===== config.mk =====
export PLATFORM = sky130hd
export DESIGN_NAME = wb_lsu_master
export DESIGN_NICKNAME = d
export VERILOG_FILES = /design/src/rtl/wb_lsu_master.sv
export SDC_FILE = /design/constraint.sdc
export NUM_CORES = 1
export LEC_CHECK = 0
export ABC_AREA = 1
export BUFFER_PORTS_ARGS = -buffer_cell sky130_fd_sc_hd__buf_2
export CAP_MARGIN = 10
export CORE_UTILIZATION = 35
export DETAILED_ROUTE_END_ITERATION = 6
export PLACE_DENSITY = 0.67
export SLEW_MARGIN = 20
export SYNTH_ARGS = -nofsm -noshare
export SYNTH_HDL_FRONTEND = slang
export SYNTH_SLANG_ARGS = --single-unit
export TNS_END_PERCENT = 10

===== constraint.sdc =====
create_clock -name wb_clk_i -period 3.78 [get_ports wb_clk_i]
set_input_delay 0.756 -clock wb_clk_i [delete_from_list [all_inputs] [get_ports wb_clk_i]]
set_output_delay 0.756 -clock wb_clk_i [all_outputs]
set_load 0.05 [all_outputs]

===== src/rtl/wb_lsu_master.sv =====
`default_nettype none
// ============================================================================
// Module  : wb_lsu_master
// Purpose : Single-outstanding Wishbone pipelined load/store initiator with
//           lane steering, load extension, misalignment check and bus timeout.
// Rev     : 1.0
// ============================================================================
module wb_lsu_master #(
  parameter int TIMEOUT_CYCLES = 64,
  parameter int TO_W           = $clog2(TIMEOUT_CYCLES + 1)
) (
  input  logic        wb_clk_i,
  input  logic        wb_rst_i,
  input  logic        req_valid_i,
  output logic        req_ready_o,
  input  logic        req_we_i,
  input  logic [31:0] req_addr_i,
  input  logic [1:0]  req_size_i,
  input  logic        req_unsigned_i,
  input  logic [31:0] req_wdata_i,
  output logic        rsp_valid_o,
  output logic [31:0] rsp_rdata_o,
  output logic        rsp_err_o,
  output logic        wb_cyc_o,
  output logic        wb_stb_o,
  output logic        wb_we_o,
  output logic [31:0] wb_adr_o,
  output logic [31:0] wb_dat_o,
  output logic [3:0]  wb_sel_o,
  input  logic        wb_stall_i,
  input  logic        wb_ack_i,
  input  logic [31:0] wb_dat_i,
  input  logic        wb_err_i
);

  typedef enum logic [1:0] {
    S_IDLE = 2'd0,
    S_REQ  = 2'd1,
    S_WAIT = 2'd2,
    S_RESP = 2'd3
  } state_e;

  localparam logic [TO_W-1:0] TO_LAST = TO_W'(TIMEOUT_CYCLES - 1);

  state_e      state_q, state_d;
  logic        cyc_q, cyc_d, stb_q, stb_d, we_q, we_d;
  logic [31:0] adr_q, adr_d, dat_q, dat_d;
  logic [3:0]  sel_q, sel_d;
  logic [1:0]  size_q, size_d, off_q, off_d;
  logic        uns_q, uns_d;
  logic        rsp_valid_q, rsp_valid_d, rsp_err_q, rsp_err_d;
  logic [31:0] rsp_rdata_q, rsp_rdata_d;
  logic [TO_W-1:0] cnt_q, cnt_d;
  logic        bad_req, timeout, finish, fin_err;

  function automatic logic [31:0] load_extend(input logic [31:0] d, input logic [1:0] sz,
                                              input logic [1:0] o, input logic uns);
    logic [7:0]  b;
    logic [15:0] h;
    logic [31:0] r;
    b = d[{o, 3'b000} +: 8];
    h = o[1] ? d[31:16] : d[15:0];
    case (sz)
      2'd0:    r = {{24{~uns & b[7]}}, b};
      2'd1:    r = {{16{~uns & h[15]}}, h};
      default: r = d;
    endcase
    return r;
  endfunction

  always_comb begin
    state_d     = state_q;
    cyc_d       = cyc_q;
    stb_d       = stb_q;
    we_d        = we_q;
    adr_d       = adr_q;
    dat_d       = dat_q;
    sel_d       = sel_q;
    size_d      = size_q;
    off_d       = off_q;
    uns_d       = uns_q;
    rsp_valid_d = 1'b0;
    rsp_err_d   = 1'b0;
    rsp_rdata_d = '0;
    cnt_d       = cyc_q ? cnt_q + TO_W'(1) : '0;
    finish      = 1'b0;
    fin_err     = 1'b0;
    timeout     = cyc_q && (cnt_q == TO_LAST);
    bad_req     = (req_size_i == 2'd3) ||
                  (req_size_i == 2'd1 && req_addr_i[0]) ||
                  (req_size_i == 2'd2 && req_addr_i[1:0] != 2'b00);

    case (state_q)
      S_IDLE: begin
        if (req_valid_i) begin
          if (bad_req) begin
            rsp_valid_d = 1'b1;
            rsp_err_d   = 1'b1;
            state_d     = S_RESP;
          end else begin
            cyc_d  = 1'b1;
            stb_d  = 1'b1;
            we_d   = req_we_i;
            adr_d  = {req_addr_i[31:2], 2'b00};
            size_d = req_size_i;
            off_d  = req_addr_i[1:0];
            uns_d  = req_unsigned_i;
            cnt_d  = '0;
            case (req_size_i)
              2'd0:    sel_d = 4'b0001 << req_addr_i[1:0];
              2'd1:    sel_d = 4'b0011 << req_addr_i[1:0];
              default: sel_d = 4'b1111;
            endcase
            if (!req_we_i)              dat_d = '0;
            else if (req_size_i == 2'd0) dat_d = {4{req_wdata_i[7:0]}};
            else if (req_size_i == 2'd1) dat_d = {2{req_wdata_i[15:0]}};
            else                         dat_d = req_wdata_i;
            state_d = S_REQ;
          end
        end
      end
      S_REQ: begin
        // A responder may answer in the same cycle it takes the address.
        if (!wb_stall_i && (wb_ack_i || wb_err_i)) begin
          finish  = 1'b1;
          fin_err = wb_err_i;
        end else if (timeout) begin
          finish  = 1'b1;
          fin_err = 1'b1;
        end else if (!wb_stall_i) begin
          stb_d   = 1'b0;
          state_d = S_WAIT;
        end
      end
      S_WAIT: begin
        if (wb_ack_i || wb_err_i) begin
          finish  = 1'b1;
          fin_err = wb_err_i;
        end else if (timeout) begin
          finish  = 1'b1;
          fin_err = 1'b1;
        end
      end
      S_RESP:  state_d = S_IDLE;
      default: state_d = S_IDLE;
    endcase

    if (finish) begin
      cyc_d       = 1'b0;
      stb_d       = 1'b0;
      rsp_valid_d = 1'b1;
      rsp_err_d   = fin_err;
      rsp_rdata_d = (fin_err || we_q) ? '0 : load_extend(wb_dat_i, size_q, off_q, uns_q);
      state_d     = S_RESP;
    end
  end

  always_ff @(posedge wb_clk_i) begin
    if (wb_rst_i) begin
      state_q     <= S_IDLE;
      cyc_q       <= 1'b0;
      stb_q       <= 1'b0;
      we_q        <= 1'b0;
      adr_q       <= '0;
      dat_q       <= '0;
      sel_q       <= '0;
      size_q      <= '0;
      off_q       <= '0;
      uns_q       <= 1'b0;
      rsp_valid_q <= 1'b0;
      rsp_err_q   <= 1'b0;
      rsp_rdata_q <= '0;
      cnt_q       <= '0;
    end else begin
      state_q     <= state_d;
      cyc_q       <= cyc_d;
      stb_q       <= stb_d;
      we_q        <= we_d;
      adr_q       <= adr_d;
      dat_q       <= dat_d;
      sel_q       <= sel_d;
      size_q      <= size_d;
      off_q       <= off_d;
      uns_q       <= uns_d;
      rsp_valid_q <= rsp_valid_d;
      rsp_err_q   <= rsp_err_d;
      rsp_rdata_q <= rsp_rdata_d;
      cnt_q       <= cnt_d;
    end
  end

  assign req_ready_o = (state_q == S_IDLE);
  assign rsp_valid_o = rsp_valid_q;
  assign rsp_rdata_o = rsp_rdata_q;
  assign rsp_err_o   = rsp_err_q;
  assign wb_cyc_o    = cyc_q;
  assign wb_stb_o    = stb_q;
  assign wb_we_o     = we_q;
  assign wb_adr_o    = adr_q;
  assign wb_dat_o    = dat_q;
  assign wb_sel_o    = sel_q;

endmodule
`default_nettype wire


# After elaboration in Yosys (flattened, before gate mapping)

Index checks and enable logic that the tools add are counted.

Logic and storage cells: 95
Bits of input ports: 106
Bits in registers: 117

Bitwise gates (word level): 5
$add $sub $neg: 1
Muxes and demuxes: 35
Reduce and logical (&&, ||, !) cells: 20
Shift operators: 3
Equality and inequality tests: 17

Operators with widths:

| kind                                                               | number |
|---|---|
| 32-bit 2-to-1 mux                                                  | 3 |
| 32-bit one-hot mux with 2 select lines                             | 1 |
| 32-bit by 6-bit variable part select with 8-bit output             | 1 |
| 7-bit 2-to-1 mux                                                   | 4 |
| 16-bit 2-to-1 mux                                                  | 1 |
| 1-bit 2-to-1 mux                                                   | 15 |
| 2-bit 2-to-1 mux                                                   | 6 |
| 2-bit inequality test (second input constant)                      | 5 |
| 3-bit inequality test (second input constant)                      | 3 |
| 2-bit == test (second input constant)                              | 4 |
| 4-bit one-hot mux with 2 select lines                              | 1 |
| 7-bit by 1-bit adder with 7-bit output (second input constant)     | 1 |
| 7-bit by 6-bit == test with 1-bit output (second input constant)   | 1 |
| 2-bit by 1-bit == test with 1-bit output (second input constant)   | 3 |
| 2-bit zero test                                                    | 3 |
| 1-bit one-hot mux with 2 select lines                              | 3 |
| 2-bit one-hot mux with 3 select lines                              | 1 |
| 6-bit AND reduction                                                | 1 |
| 5-bit AND reduction                                                | 1 |
| 1-bit logical AND                                                  | 4 |
| 1-bit logical OR                                                   | 4 |
| 2-bit nonzero test                                                 | 2 |
| 4-bit nonzero test                                                 | 1 |
| 1-bit by 2-bit << shifter with 4-bit output (first input constant) | 1 |
| other kinds (8)                                                    | 11 |

# Logic depth before layout (Yosys ltp)

Word-level depth: 8
Mapped depth: 10

# Least setup slack after synthesis

Ideal clock, no wire load.

Kind: input to register
Start point: input req_addr_i[1]
End point: register adr_q[3], in the netlist wb_adr_o[3]
Arrival: 1.633 ns
Buffers on the path: 2
Slack: 2.015 ns
Cell stages on the path: 8
Cells stage by stage: inv_1 > nand2_1 > nand2_1 > nand4_4 > buf_4 > buf_2 > nand2_1 > a21oi_1

Cells in the longest elaborated chain, start to end: 5

Ends and longest elaborated chain:

| element                       | line | RTL |
|---|---|---|
| start, declared               | 17   | `input logic [31:0] req_addr_i,` |
| 2-bit nonzero test            | 91   | `(req_size_i == 2'd2 && req_addr_i[1:0] != 2'b00);` |
| 1-bit logical AND             | 91   |  |
| 1-bit logical OR              | 90   | `(req_size_i == 2'd1 && req_addr_i[0]) \|\|` |
| 1-bit inverter (no line)      | --   |  |
| 3-bit AND reduction (no line) | --   |  |
| end signal, assigned          | 179  | `adr_q <= adr_d;` |
| end, declared                 | 47   | `logic [31:0] adr_q, adr_d, dat_q, dat_d;` |

No other way between the ends.
A chain may end at the register's enable or synchronous reset.

# Worst setup path in the final report

Start point: input req_size_i[1]
End point: register adr_q[27], in the netlist wb_adr_o[27]

Cells in the longest elaborated chain, start to end: 6

Ends and longest elaborated chain:

| element                                  | line | RTL |
|---|---|---|
| start, declared                          | 18   | `input logic [1:0] req_size_i,` |
| 2-bit by 1-bit == test with 1-bit output | 90   |  |
| 1-bit logical AND                        | 90   |  |
| 1-bit logical OR                         | 89   | `bad_req = (req_size_i == 2'd3) \|\|` |
| 1-bit logical OR *                       | 90   |  |
| 1-bit inverter (no line) *               | --   |  |
| 3-bit AND reduction (no line) *          | --   |  |

Mark *: on every way between the ends. The rest lies on a longest branch, timed or not.

==> results.cfg <==
[route]
wl_per_cell_um = 13.3
drt_wl_total_um = 14800
drtIter0Drc = 324
dr.pass1.iters = 4
wl_met2_um = 6660
viasPerCell = 4.78
drc_errors = 0
wl_met1_um = 6560
top_layer_used = met4
route.met3.wl_um = 1430
num_vias = 5326
drt.antenna.violating_nets = 0

[placement]
detailedPlace.worstSlack_ns = 0.914
hpwl_um = 10700
dpl_cell_area_mm2 = 0.00622
globalplace.congestion = 0.796
io_buffers = 209

[synth]
ys_seq_area_frac = 0.458
synth.distinct_cells = 31
synth_area_leaders = dfxtp_1, nand2_1, a21oi_1
async_flop_share = 0
syn_avg_cell_area_um2 = 7.03
netlist_instances = 728
yosys.area.top_type_share = 0.458
ys_seq_elements = 117
synth_edf_count = 0
synthFlopType = dfxtp_1
yosysTopAreaCell = dfxtp_1
syn-cell-area_mm2 = 0.00512
yosysWarnings = 0

[sta]
fin_crit_ns = 2.48
finalHoldViolCount = 0
slew_headroom = 0.346
rsz0062_at_grt = no
fin_skew_ns = 0.0133
fin_ws_ns = 1.30
report.final.slew_viol_count = 0
setup_viol = 0
finalSetupTns_ns = 0
tightest_slew_ns = 0.977
fin_crit_sh = 0.655
max_freq_mhz = 404

[pwr]
pwr_density_cell_mw_per_mm2 = 641
leakage_nw = 3.30
ir_worst_vdd_uv = 372
power_mw = 4.36

[critical_path]
crit_type = input pin to flop
crit_arrival_ns = 2.81
cp_slowest_cell = buf_4
worstSetupStartpointType = input pin
ff2ff_setup_slack_ns = 1.65
worst_ep_required_time_ns = 4.11
worstRegToRegCells = 7
max_stage_delay_ns = 0.40
path_cells = buf_2 > inv_2 > nor2_1 > nand2_1 > nand4_4 > buf_4 > buf_4 > nand2_1 > a21oi_1
path_max_fanout = 34
end_kind = flop
r2r_start = state_q[0]$_SDFFE_PP0P_
r2r-end = wb_adr_o[27]$_SDFFE_PP0P_

[finish]
nNetsFinal = 1032
layout_common_cells = nand2_1, buf_2, dfxtp_1, a21oi_1, nor2_1
final_common_cell = nand2_1
syn_to_final_growth_pct = 32.8
final_area_mm2 = 0.00680
antenna_cells = 0
layout-drive-gt1-share = 0.276
fill_cells = 1489

[die]
die-area_mm2 = 0.0151
die_y_um = 123
die_w_um = 123
start_util = 0.363
rows = 43
io_pins = 212
core_mm2 = 0.0141

[global_route]
grt_overflow = 0
antenna_found_initial = 0
grt_usage = 0.201
grt_max_degree = 53
grt_pass1_vias = 4857
grt_pass1_wl_um = 23500

[clock_tree]
root_buffer = clkbuf_16
cts_buffers = 17
insertion_delay_ns = 0.41
clk_path_buf_depth = 2
h-tree-depth = 4
cts_setup_buffers = 0
hold_buffers = 0
cts.clk_slew.worst_paths_ns = 0.05
cts_sinks = 117
cts_tree = done
cts_resized = 0

[min_path]
hold-path-endpoint = wb_adr_o[22]$_SDFFE_PP0P_
min_from = wb_adr_o[22]$_SDFFE_PP0P_
hold_depth = 2
hp-class = flop to flop

[run_status]
status = finished clean

[run]
cap_violations = 0
==> state kept, by name (all words and copies together) (netlist names), 2 cells and up <==
register	cells
size_q	2
wb_adr_o	30
cnt_q	7
wb_dat_o	32
off_q	2
wb_sel_o	4
rsp_rdata_o	32
state_q	2
==> cell type report <==
class	instances	area, um^2	share of cell area
multi-input cells	528	2410	0.354
flip-flops and latches	117	2340	0.345
clock buffers	19	443	0.0652
clock inverters	13	134	0.0197
inverters	43	161	0.0238
repair buffers	214	1080	0.159
well taps	180	225	0.0331
==> kinds of logic (layout without fill, tap and decap cells) <==
family / after synthesis / after routing / synth area share
AND/OR/NAND/NOR: 356 / 356 / 0.278
flip-flops: 117 / 117 / 0.458
other: 1 / 2 / 0.000733
adder cells (fa/ha/maj): 5 / 5 / 0.0122
XOR/XNOR: 3 / 3 / 0.00514
AO/OA/AOI/OAI: 162 / 162 / 0.174
buffers and inverters: 84 / 289 / 0.0726
==> through the flow <==
step	hold slack [ns]	util	std cells
3_3_place_gp	0.436	0.441	1082
6_report	0.460	0.482	1114
3_5_place_dp	0.443	0.441	1082
4_1_cts	0.463	0.482	1114
5_1_grt	0.475	0.482	1114
2_1_floorplan	0.418	-	729
==> power by group <==
group / internal [mW] / switching, mW
Clock: 0.982 / 0.579
Combinational: 0.359 / 0.997
Sequential: 1.37 / 0.0717
Total: 2.71 / 1.65
==> critical path, delay by kind of cell <==
family | cells | cell delay, ns
compound gates | 1 | 0.15
simple gates | 4 | 0.56
buf+inv | 4 | 1.32
==> how the worst max path moves through the flow <==
stage                  startpoint                         to  slack (ns)  cells after the start
floorplan           req_addr_i[1]   wb_adr_o[3]$_SDFFE_PP0P_        2.02                      8
global placement    req_size_i[1]   wb_dat_o[5]$_SDFFE_PP0P_        0.99                      9
detailed placement  req_size_i[1]  wb_adr_o[12]$_SDFFE_PP0P_        0.91                      9
CTS                 req_size_i[1]  wb_adr_o[27]$_SDFFE_PP0P_        1.34                      9
global route        req_size_i[1]  wb_adr_o[23]$_SDFFE_PP0P_        1.10                      9
finish              req_size_i[1]  wb_adr_o[27]$_SDFFE_PP0P_        1.30                      9
==> cell usage after synthesis, types with 2 or more instances <==
| cell type | n |
|---|---|
| o211ai_1 | 7 |
| inv_2 | 4 |
| a21boi_0 | 8 |
| ha_1 | 5 |
| nand3_1 | 14 |
| a21oi_1 | 98 |
| nand2_2 | 2 |
| buf_2 | 18 |
| nand4_1 | 2 |
| buf_4 | 9 |
| or2_2 | 2 |
| o21ai_1 | 2 |
| o21a_1 | 2 |
| a211oi_1 | 6 |
| inv_1 | 39 |
| o21ai_0 | 30 |
| nand3_2 | 2 |
| xor2_1 | 2 |
| a21boi_1 | 8 |
| nor3b_1 | 2 |
| nor2_1 | 57 |
| nand2_1 | 271 |
| dfxtp_1 | 117 |
| clkbuf_1 | 14 |
==> metal layers <==
layer / track usage / vias to the layer above
li1: - / 2716
met1: 0.255 / 2371
met4: 0.0617 / 0
met3: 0.0793 / 12
met5: 0 / -
met2: 0.314 / 227
No activity file was read; power rests on OpenSTA's default activity.
